==> src/rtl/ysyx_22050058_pipectrl_pkg.sv <==
// Shared definitions for the pipeline controller: FSM state encoding,
// stall-vector geometry, hold/release levels and performance-counter width.
// Optional feature macro used by the controller: YSYX_22050058_PERF_EN.
package ysyx_22050058_pipectrl_pkg;

   localparam int unsigned InstAdderBus = 64;
   localparam int unsigned StallBus     = 5;
   localparam int unsigned PerfCntW     = 64;

   // Stall-vector bit positions (one per held register)
   localparam int unsigned StallPc    = 0;
   localparam int unsigned StallIfId  = 1;
   localparam int unsigned StallIdEx  = 2;
   localparam int unsigned StallExMem = 3;
   localparam int unsigned StallMemWb = 4;

   localparam logic StallEnable  = 1'b1;
   localparam logic StallDisable = 1'b0;

   typedef enum logic [1:0] {
      RUN        = 2'd0,
      REDIR_PEND = 2'd1,
      HALT       = 2'd2
   } pipe_state_e;

   // Hold every register from the PC up to and including index k.
   function automatic logic [StallBus-1:0] stall_upto(input int unsigned k);
      logic [StallBus-1:0] m;
      for (int unsigned i = 0; i < StallBus; i++) begin
         m[i] = (i <= k) ? StallEnable : StallDisable;
      end
      return m;
   endfunction

endpackage

==> src/rtl/ysyx_22050058_perfcnt.sv <==
// Performance counters for the pipeline controller.
// Ports:
//   clk, rst      core clock, synchronous active-high reset
//   count_en_i    pipeline not frozen (counters advance only when set)
//   stall_i       PC hold active this cycle
//   redirect_i    a redirect was handed to fetch this cycle
//   cycle_o / stall_o / redirect_o   64-bit free-wrapping counts
module ysyx_22050058_perfcnt
   import ysyx_22050058_pipectrl_pkg::*;
(
   input  logic                clk,
   input  logic                rst,
   input  logic                count_en_i,
   input  logic                stall_i,
   input  logic                redirect_i,
   output logic [PerfCntW-1:0] cycle_o,
   output logic [PerfCntW-1:0] stall_o,
   output logic [PerfCntW-1:0] redirect_o
);

   logic [PerfCntW-1:0] cycle_q, cycle_d;
   logic [PerfCntW-1:0] stall_q, stall_d;
   logic [PerfCntW-1:0] redir_q, redir_d;

   always_comb begin
      cycle_d = cycle_q;
      stall_d = stall_q;
      redir_d = redir_q;
      if (count_en_i) begin
         cycle_d = cycle_q + 1'b1;
         if (stall_i)    stall_d = stall_q + 1'b1;
         if (redirect_i) redir_d = redir_q + 1'b1;
      end
   end

   always_ff @(posedge clk) begin
      if (rst) begin
         cycle_q <= '0;
         stall_q <= '0;
         redir_q <= '0;
      end else begin
         cycle_q <= cycle_d;
         stall_q <= stall_d;
         redir_q <= redir_d;
      end
   end

   assign cycle_o    = cycle_q;
   assign stall_o    = stall_q;
   assign redirect_o = redir_q;

endmodule

==> src/rtl/ysyx_22050058_pipectrl.sv <==
// Pipeline controller for the 5-stage RV64 core.
// Merges per-stage stall requests into a register hold vector, flushes the
// wrong-path registers on a taken EX branch/jump, redirects fetch (holding the
// target while fetch is busy) and freezes the pipeline once a stop retires.
// Ports:
//   clk, rst                      core clock, synchronous active-high reset
//   *_stallreq_i                  per-stage "cannot advance" requests
//   ex_isjump_i, ex_jumpaddr_i    taken branch/jump and its target from EX
//   if_redirect_ready_i           fetch can accept a redirect this cycle
//   wb_instvalid_i, wb_dpicstop_i retiring instruction valid / is a stop
//   stall_o[4:0]                  hold: PC, IF/ID, ID/EX, EX/MEM, MEM/WB
//   flush_o[1:0]                  clear IF/ID, clear ID/EX
//   redirect_valid_o/addr_o       fetch redirect
//   halted_o                      pipeline frozen
//   perf_*_o                      counters; real only with YSYX_22050058_PERF_EN,
//                                 otherwise tied to zero
module ysyx_22050058_pipectrl
   import ysyx_22050058_pipectrl_pkg::*;
(
   input  logic                    clk,
   input  logic                    rst,
   input  logic                    if_stallreq_i,
   input  logic                    id_stallreq_i,
   input  logic                    ex_stallreq_i,
   input  logic                    mem_stallreq_i,
   input  logic                    ex_isjump_i,
   input  logic [InstAdderBus-1:0] ex_jumpaddr_i,
   input  logic                    if_redirect_ready_i,
   input  logic                    wb_instvalid_i,
   input  logic                    wb_dpicstop_i,
   output logic [StallBus-1:0]     stall_o,
   output logic [1:0]              flush_o,
   output logic                    redirect_valid_o,
   output logic [InstAdderBus-1:0] redirect_addr_o,
   output logic                    halted_o,
   output logic [PerfCntW-1:0]     perf_cycle_o,
   output logic [PerfCntW-1:0]     perf_stall_o,
   output logic [PerfCntW-1:0]     perf_redirect_o
);

   pipe_state_e             state_q, state_d;
   logic [InstAdderBus-1:0] addr_q, addr_d;
   logic [StallBus-1:0]     stall_merge;
   logic                    stop_seen;
   logic                    jump_ok;

   assign stop_seen = wb_instvalid_i & wb_dpicstop_i;
   // A jump is only acted on once EX actually advances; otherwise it repeats.
   assign jump_ok   = ex_isjump_i & ~ex_stallreq_i & ~mem_stallreq_i;

   // Most downstream requester wins; the register just above the held range
   // receives a bubble by the stage-register rule.
   always_comb begin
      stall_merge = '0;
      if (mem_stallreq_i)     stall_merge = stall_upto(StallMemWb);
      else if (ex_stallreq_i) stall_merge = stall_upto(StallExMem);
      else if (id_stallreq_i) stall_merge = stall_upto(StallIdEx);
      else if (if_stallreq_i) stall_merge = stall_upto(StallIfId);
   end

   // State register
   always_ff @(posedge clk) begin
      if (rst) begin
         state_q <= RUN;
         addr_q  <= '0;
      end else begin
         state_q <= state_d;
         addr_q  <= addr_d;
      end
   end

   // Next-state logic
   always_comb begin
      state_d = state_q;
      addr_d  = addr_q;
      case (state_q)
         RUN: begin
            if (stop_seen) begin
               state_d = HALT;
               addr_d  = '0;
            end else if (jump_ok && !if_redirect_ready_i) begin
               state_d = REDIR_PEND;
               addr_d  = ex_jumpaddr_i;
            end
         end
         REDIR_PEND: begin
            if (stop_seen) begin
               state_d = HALT;
               addr_d  = '0;
            end else if (if_redirect_ready_i) begin
               state_d = RUN;
               addr_d  = '0;
            end
         end
         HALT:    state_d = HALT;
         default: begin
            state_d = RUN;
            addr_d  = '0;
         end
      endcase
   end

   // Output logic; a same-cycle stop suppresses any flush/redirect.
   always_comb begin
      stall_o          = '0;
      flush_o          = '0;
      redirect_valid_o = 1'b0;
      redirect_addr_o  = '0;
      case (state_q)
         RUN: begin
            stall_o = stall_merge;
            if (jump_ok && !stop_seen) begin
               flush_o = 2'b11;
               if (if_redirect_ready_i) begin
                  redirect_valid_o = 1'b1;
                  redirect_addr_o  = ex_jumpaddr_i;
               end
            end
         end
         REDIR_PEND: begin
            stall_o = stall_merge;
            if (!stop_seen) begin
               flush_o[0]       = 1'b1;
               redirect_valid_o = 1'b1;
               redirect_addr_o  = addr_q;
            end
         end
         HALT:    stall_o = {StallBus{StallEnable}};
         default: stall_o = '0;
      endcase
   end

   assign halted_o = (state_q == HALT);

`ifdef YSYX_22050058_PERF_EN
   ysyx_22050058_perfcnt u_perfcnt (
      .clk        (clk),
      .rst        (rst),
      .count_en_i (state_q != HALT),
      .stall_i    (stall_o[StallPc]),
      .redirect_i (redirect_valid_o & if_redirect_ready_i),
      .cycle_o    (perf_cycle_o),
      .stall_o    (perf_stall_o),
      .redirect_o (perf_redirect_o)
   );
`else
   assign perf_cycle_o    = '0;
   assign perf_stall_o    = '0;
   assign perf_redirect_o = '0;
`endif

endmodule

==> config.mk <==
export PLATFORM = sky130hd
export DESIGN_NAME = ysyx_22050058_pipectrl
export DESIGN_NICKNAME = d
export VERILOG_FILES = /design/src/rtl/ysyx_22050058_pipectrl_pkg.sv /design/src/rtl/ysyx_22050058_perfcnt.sv /design/src/rtl/ysyx_22050058_pipectrl.sv
export SDC_FILE = /design/constraint.sdc
export NUM_CORES = 1
export LEC_CHECK = 0
export CAP_MARGIN = 40
export CORE_ASPECT_RATIO = 1.25
export CORE_MARGIN = 4
export CORE_UTILIZATION = 30
export DETAILED_ROUTE_END_ITERATION = 7
export GPL_TIMING_DRIVEN = 0
export PLACE_DENSITY = 0.79
export SLEW_MARGIN = 20
export SYNTH_ARGS = -nofsm -noshare
export SYNTH_HDL_FRONTEND = slang
export SYNTH_SLANG_ARGS = --single-unit
==> constraint.sdc <==
create_clock -name clk -period 1.4 [get_ports clk]
set_clock_uncertainty 0.15 [all_clocks]
set_input_delay 0.14 -clock clk [delete_from_list [all_inputs] [get_ports clk]]
set_output_delay 0.14 -clock clk [all_outputs]
set_load 0.02 [all_outputs]
-- After elaboration in Yosys (flattened, before gate mapping)
Index checks and enable logic that the tools add are counted.
- $add $sub $neg: 0
- multiply operators: 0
- div/mod/pow operators: 0
- $lt $le $gt $ge: 0
- equal/unequal tests: 4
- shift operators: 0
- mux-type cells: 26
- bitwise gates (word level): 6
- reduce and logical (&&, ||, !) cells: 8
- operators by type and width (operator ; number):
    2-to-1 mux 64 bit ; 7
    one-hot mux 64 bit (3 select lines) ; 1
    one-hot mux 64 bit (2 select lines) ; 1
    2-to-1 mux 2 bit ; 6
    one-hot mux 5 bit (2 select lines) ; 1
    != test 3 bit, second input constant ; 2
    one-hot mux 2 bit (3 select lines) ; 1
    2-to-1 mux 5 bit ; 1
    2-to-1 mux 1 bit ; 4
    2-to-1 mux 4 bit ; 1
    one-hot mux 1 bit (2 select lines) ; 2
    bitwise AND 1 bit ; 3
    2-to-1 mux 3 bit ; 1
    NOT 1 bit ; 3
    AND reduction 3 bit ; 1
    equality test 2 x 1 -> 1 bit, second input constant ; 1
    equality test 2 bit, second input constant ; 1
    logical AND 1 bit ; 2
    logical NOT 1 bit ; 2
    logical NOT 2 bit ; 1
    AND reduction 2 bit ; 1
    OR reduction 2 bit ; 1
- flip-flop bits (word level): 66
- latch bits: 0
- RAM bits: 0
- memory bits (read-only): 0
- bits of input ports: 74
- output and inout port bits: 265
- logic and storage cells: 46
- memories kept: 0

-- Longest topological paths before layout
- word-level depth: 7
- gate-level depth with buffers: 5
- gate-level depth less buffers: 4

-- Worst setup path after synthesis
No wires, ideal clock.
- path type: flip-flop to output port
- start: reg state_q[1]
- end: out redirect_valid_o
- data arrival time: 1.395 ns
- data required time: 1.110 ns
- setup slack: -0.285 ns
- cell stages (with the launch flop): 5
- path buffers: 1
- cells stage by stage: dfxtp_1 a211oi_2 buf_2 nand2_1 o21ai_0
- word-level cells in the longest chain between the ends: 2
- elaborated cells between the ends (all ways): 3
- those cells by class: eq/ne: 1; mux: 1; reduce/logical: 1
- ends and longest elaborated chain (element ; RTL line ; text):
    start: declaration ; ysyx_22050058_pipectrl.sv:41 ; pipe_state_e state_q, state_d;
    start signal: assignment ; ysyx_22050058_pipectrl.sv:67 ; state_q <= state_d;
    equality test 2 x 1 -> 1 bit or logical NOT 2 bit (tied branches) ; ysyx_22050058_pipectrl.sv:109 ; case (state_q)
    one-hot mux 1 bit (2 select lines) (*) ; ysyx_22050058_pipectrl.sv:109 ;
    end: declaration ; ysyx_22050058_pipectrl.sv:33 ; output logic redirect_valid_o,
Mark *: on every way between the ends. The rest lies on a longest branch, timed or not.

-- Worst setup path in the final report
- start: reg state_q[1]
- end: out redirect_addr_o[20]
- word-level cells in the longest chain between the ends: 2
- elaborated cells between the ends (all ways): 3
- those cells by class: eq/ne: 1; mux: 1; reduce/logical: 1
- ends and longest elaborated chain (element ; RTL line ; text):
    equality test 2 x 1 -> 1 bit or logical NOT 2 bit (tied branches) ; ysyx_22050058_pipectrl.sv:109 ;
    one-hot mux 64 bit (2 select lines) (*) ; ysyx_22050058_pipectrl.sv:109 ;
    end: declaration ; ysyx_22050058_pipectrl.sv:34 ; output logic [InstAdderBus-1:0] redirect_addr_o,
Marks and branches as above.

==> reports/results.tsv <==
stage	metric	value	unit
status	outcome	finished with violations	
status	failing checks	negative setup slack	
layout	# nets final	1141	
global_route	number of global-route vias before repair	6166	
cts	Reg clk slew, reported paths	0.06	ns
logic_synthesis	Post-Synthesis Cells	675	
sta	setup ws final	-0.679	ns
logic_synthesis	synth warn	0	
power	Flop pwr share	28.2	%
sta	RSZ-0062 raised after global routing	true	
detailed_routing	met2 wire len	11600	µm
detailed_routing	post-route ant nets	0	
cts	TritonCTS Buffers	9	
logic_synthesis	post-synthesis cell area	5710	µm²
die	die height	162	µm
detailed_routing	via count	6135	
sta	TNS Setup	-64.80	ns
critical_path	CP cell instances	a211oi_4 > and3_4 > buf_12 > buf_8 > a22o_1 > buf_6	
power	power density over the cells	702	nW/µm²
place	Routability Congestion	0.792	
critical_path	CP endpoint kind	output port	
sta	Rel. slew slack	55.0	%
critical_path	critical path type	reg -> out	
global_route	global-route congestion overflow total	0	
sta	Setup Viol. Count Final	137	
layout	most frequent cells in the layout	216 x buf_4, 192 x conb_1, 90 x buf_6	
die	Die ar.	21300	µm²
critical_path	CP max stage cell	dfxtp_4	
detailed_routing	Detailed Route WL	22600	µm
sta	min Tclk post-route	2.08	ns
detailed_routing	DR WL/cell	17.3	µm
critical_path	CP arrival	1.79	ns
flow_run	Max-cap violations	0	
logic_synthesis	Main synth FF type	dfxtp_1	
layout	fraction of layout cells with a size suffix above 1	38.6	%
detailed_routing	DR pass1 iterations	5	
detailed_routing	met3 routed WL	1800	µm
detailed_routing	top layer used by detailed routing	met4	
detailed_routing	DRT iter0 DRCs	344	
critical_path	crit path launch type	flop	
cts	Sink Count	66	
place	dpl hpwl	15900	µm
power	leakage	4.41	nW
sta	worst hold margin	0.171	ns
layout	Ant. Diodes	0	
die	Initial Utilization	30.5	%
power	NetSw	2.21	mW
critical_path	CP max FO	10	
cts	Clock Path Buffers	2	
place	port bufs	146	
power	Pwr Total	6.85	mW
critical_path	Critical Path RT	1.11	ns
sta	Slew Limit Fails	0	
sta	fmax	481	MHz
logic_synthesis	share of the yosys chip area belonging to registers	23.2	%
die	standard-cell rows	56	
die	core region area	18700	µm²
layout	area grow syn2layout	71.0	%
cts	CTS tree	built	
hold_path	type of the tightest min-delay check	in -> reg	
global_route	largest net degree at the start of global routing	13	
critical_path	Max stage delay on crit path	0.36	ns
cts	hold buffers post-CTS	0	
power	Clk pwr share	36.1	%
sta	actual slew at the worst max-slew pin	0.675	ns
sta	final cycle utilization of the critical path	148	%
die	Die W	131	µm
sta	Hold Vio Cnt, Final	0	
cts	latest clock arrival within the worst-skew pair	0.33	ns
logic_synthesis	mean post-synth cell area	8.45	µm²
detailed_routing	Residual DRC	0	
cts	Root Buffer	clkbuf_16	
cts	H-tree depth	3	
power	Comb pwr share	35.6	%
global_route	first-pass GRT wire length	34300	µm
logic_synthesis	Seq cells post-synth	66	
layout	commonest non-fill, non-tap cell in the layout	buf_4	
detailed_routing	M1 wire length	8760	µm
global_route	GRT Resource Usage Total	20.1	%
die	Boundary Pins	339	
logic_synthesis	Cell variety after synth	28	
logic_synthesis	number of flops mapped to enable cells by yosys	0	
power	switching share of power	32.3	%
detailed_routing	vias per std cell	4.70	
power	Int Power	4.64	mW
power	Worst VDD drop	444	µV
global_route	initial antenna violation count	0	
logic_synthesis	ys async rst share	0	%
state kept, by name (all words and copies together), names as in the netlist:
name and count:
addr_q 64, state_q 2
Yosys cell counts, drive strengths merged, types with 2 or more instances:
cell | count | area (µm²)
clkbuf | 23 | 86.3
nand4b | 64 | 561
a21o | 2 | 15.0
buf | 239 | 1720
o211ai | 65 | 488
o21ai | 2 | 10.0
dfxtp | 66 | 1320
nor2 | 2 | 7.51
nand2 | 3 | 11.3
inv | 4 | 15.0
a22o | 64 | 561
nand2b | 66 | 413
a21oi | 2 | 13.8
nand4 | 64 | 400
power by group through the flow:
stage          combinational (mW)  sequential [mW]  clock, mW
2_1_floorplan                1.35             1.97          0
6_report                     2.44             1.93       2.47
3_3_place_gp                 1.88             1.98          0
4_1_cts                      2.54             1.93       2.53
5_1_grt                      2.58             1.94       2.58
3_5_place_dp                 1.89             1.98          0
per-layer routing:
layer | up-vias | GRT usage, %
met5 | - | 0
met4 | 0 | 6.16
met3 | 26 | 4.96
met2 | 330 | 36.9
met1 | 2864 | 23.0
li1 | 2915 | -
logic make-up after synthesis:
group / after synthesis / synth area share, %
DFF: 66 / 23.2
buffers and inverters: 266 / 32.0
and+or+nand+nor: 204 / 25.0
AOI/OAI and AO/OA: 138 / 19.8
other: 1 / 0.0657
stage by stage:
stage                     std cells  area (µm²)  util (%)  setup WS, ns
after floorplan                 866        6550         -        -0.158
after global placement         1244        8310      44.4         -1.37
after detailed placement       1244        8310      44.4         -1.37
after CTS                      1318        9860      52.7        -0.839
after global routing           1304        9750      52.1        -0.726
final                          1304        9750      52.1        -0.679
what timing repair did:
action | in CTS | in global routing
buffers inserted | 44 | 3
hold endpoints to repair | 0 | 0
resized for setup | 424 | 198
pin swaps | 48 | 43
gates cloned | 15 | 2
setup endpoints to repair | 139 | 138
path summary, 6_finish.rpt:
path / from / endpoint / cells past startpoint / slack (ns)
worst max-delay path: state_q[1] / redirect_addr_o[20] / 6 / -0.68
worst min-delay path: wb_dpicstop_i / state_q[1] / 3 / 0.17
worst max register to register: state_q[1] / addr_q[56] / 10 / -0.46
worst min register to register: addr_q[36] / addr_q[36] / 2 / 0.36
cell type report:
type	count	area (µm²)
buffer	255	2090
sequential	66	1330
multi-input combinational	534	3430
timing repair buffer	197	2270
tap	232	290
fill	1749	8950
clock buffer	11	264
inverter	4	20.0
clock inverter	5	58.8
critical path, delay by kind of cell, from the launching register on:
| family | cells | cell delay [ns] |
|---|---|---|
| DFF | 1 | 0.36 |
| buffers and inverters | 3 | 0.42 |
| AOI/OAI and AO/OA | 2 | 0.41 |
| and+or+nand+nor | 1 | 0.26 |
Power figures use the tool's default switching activity.
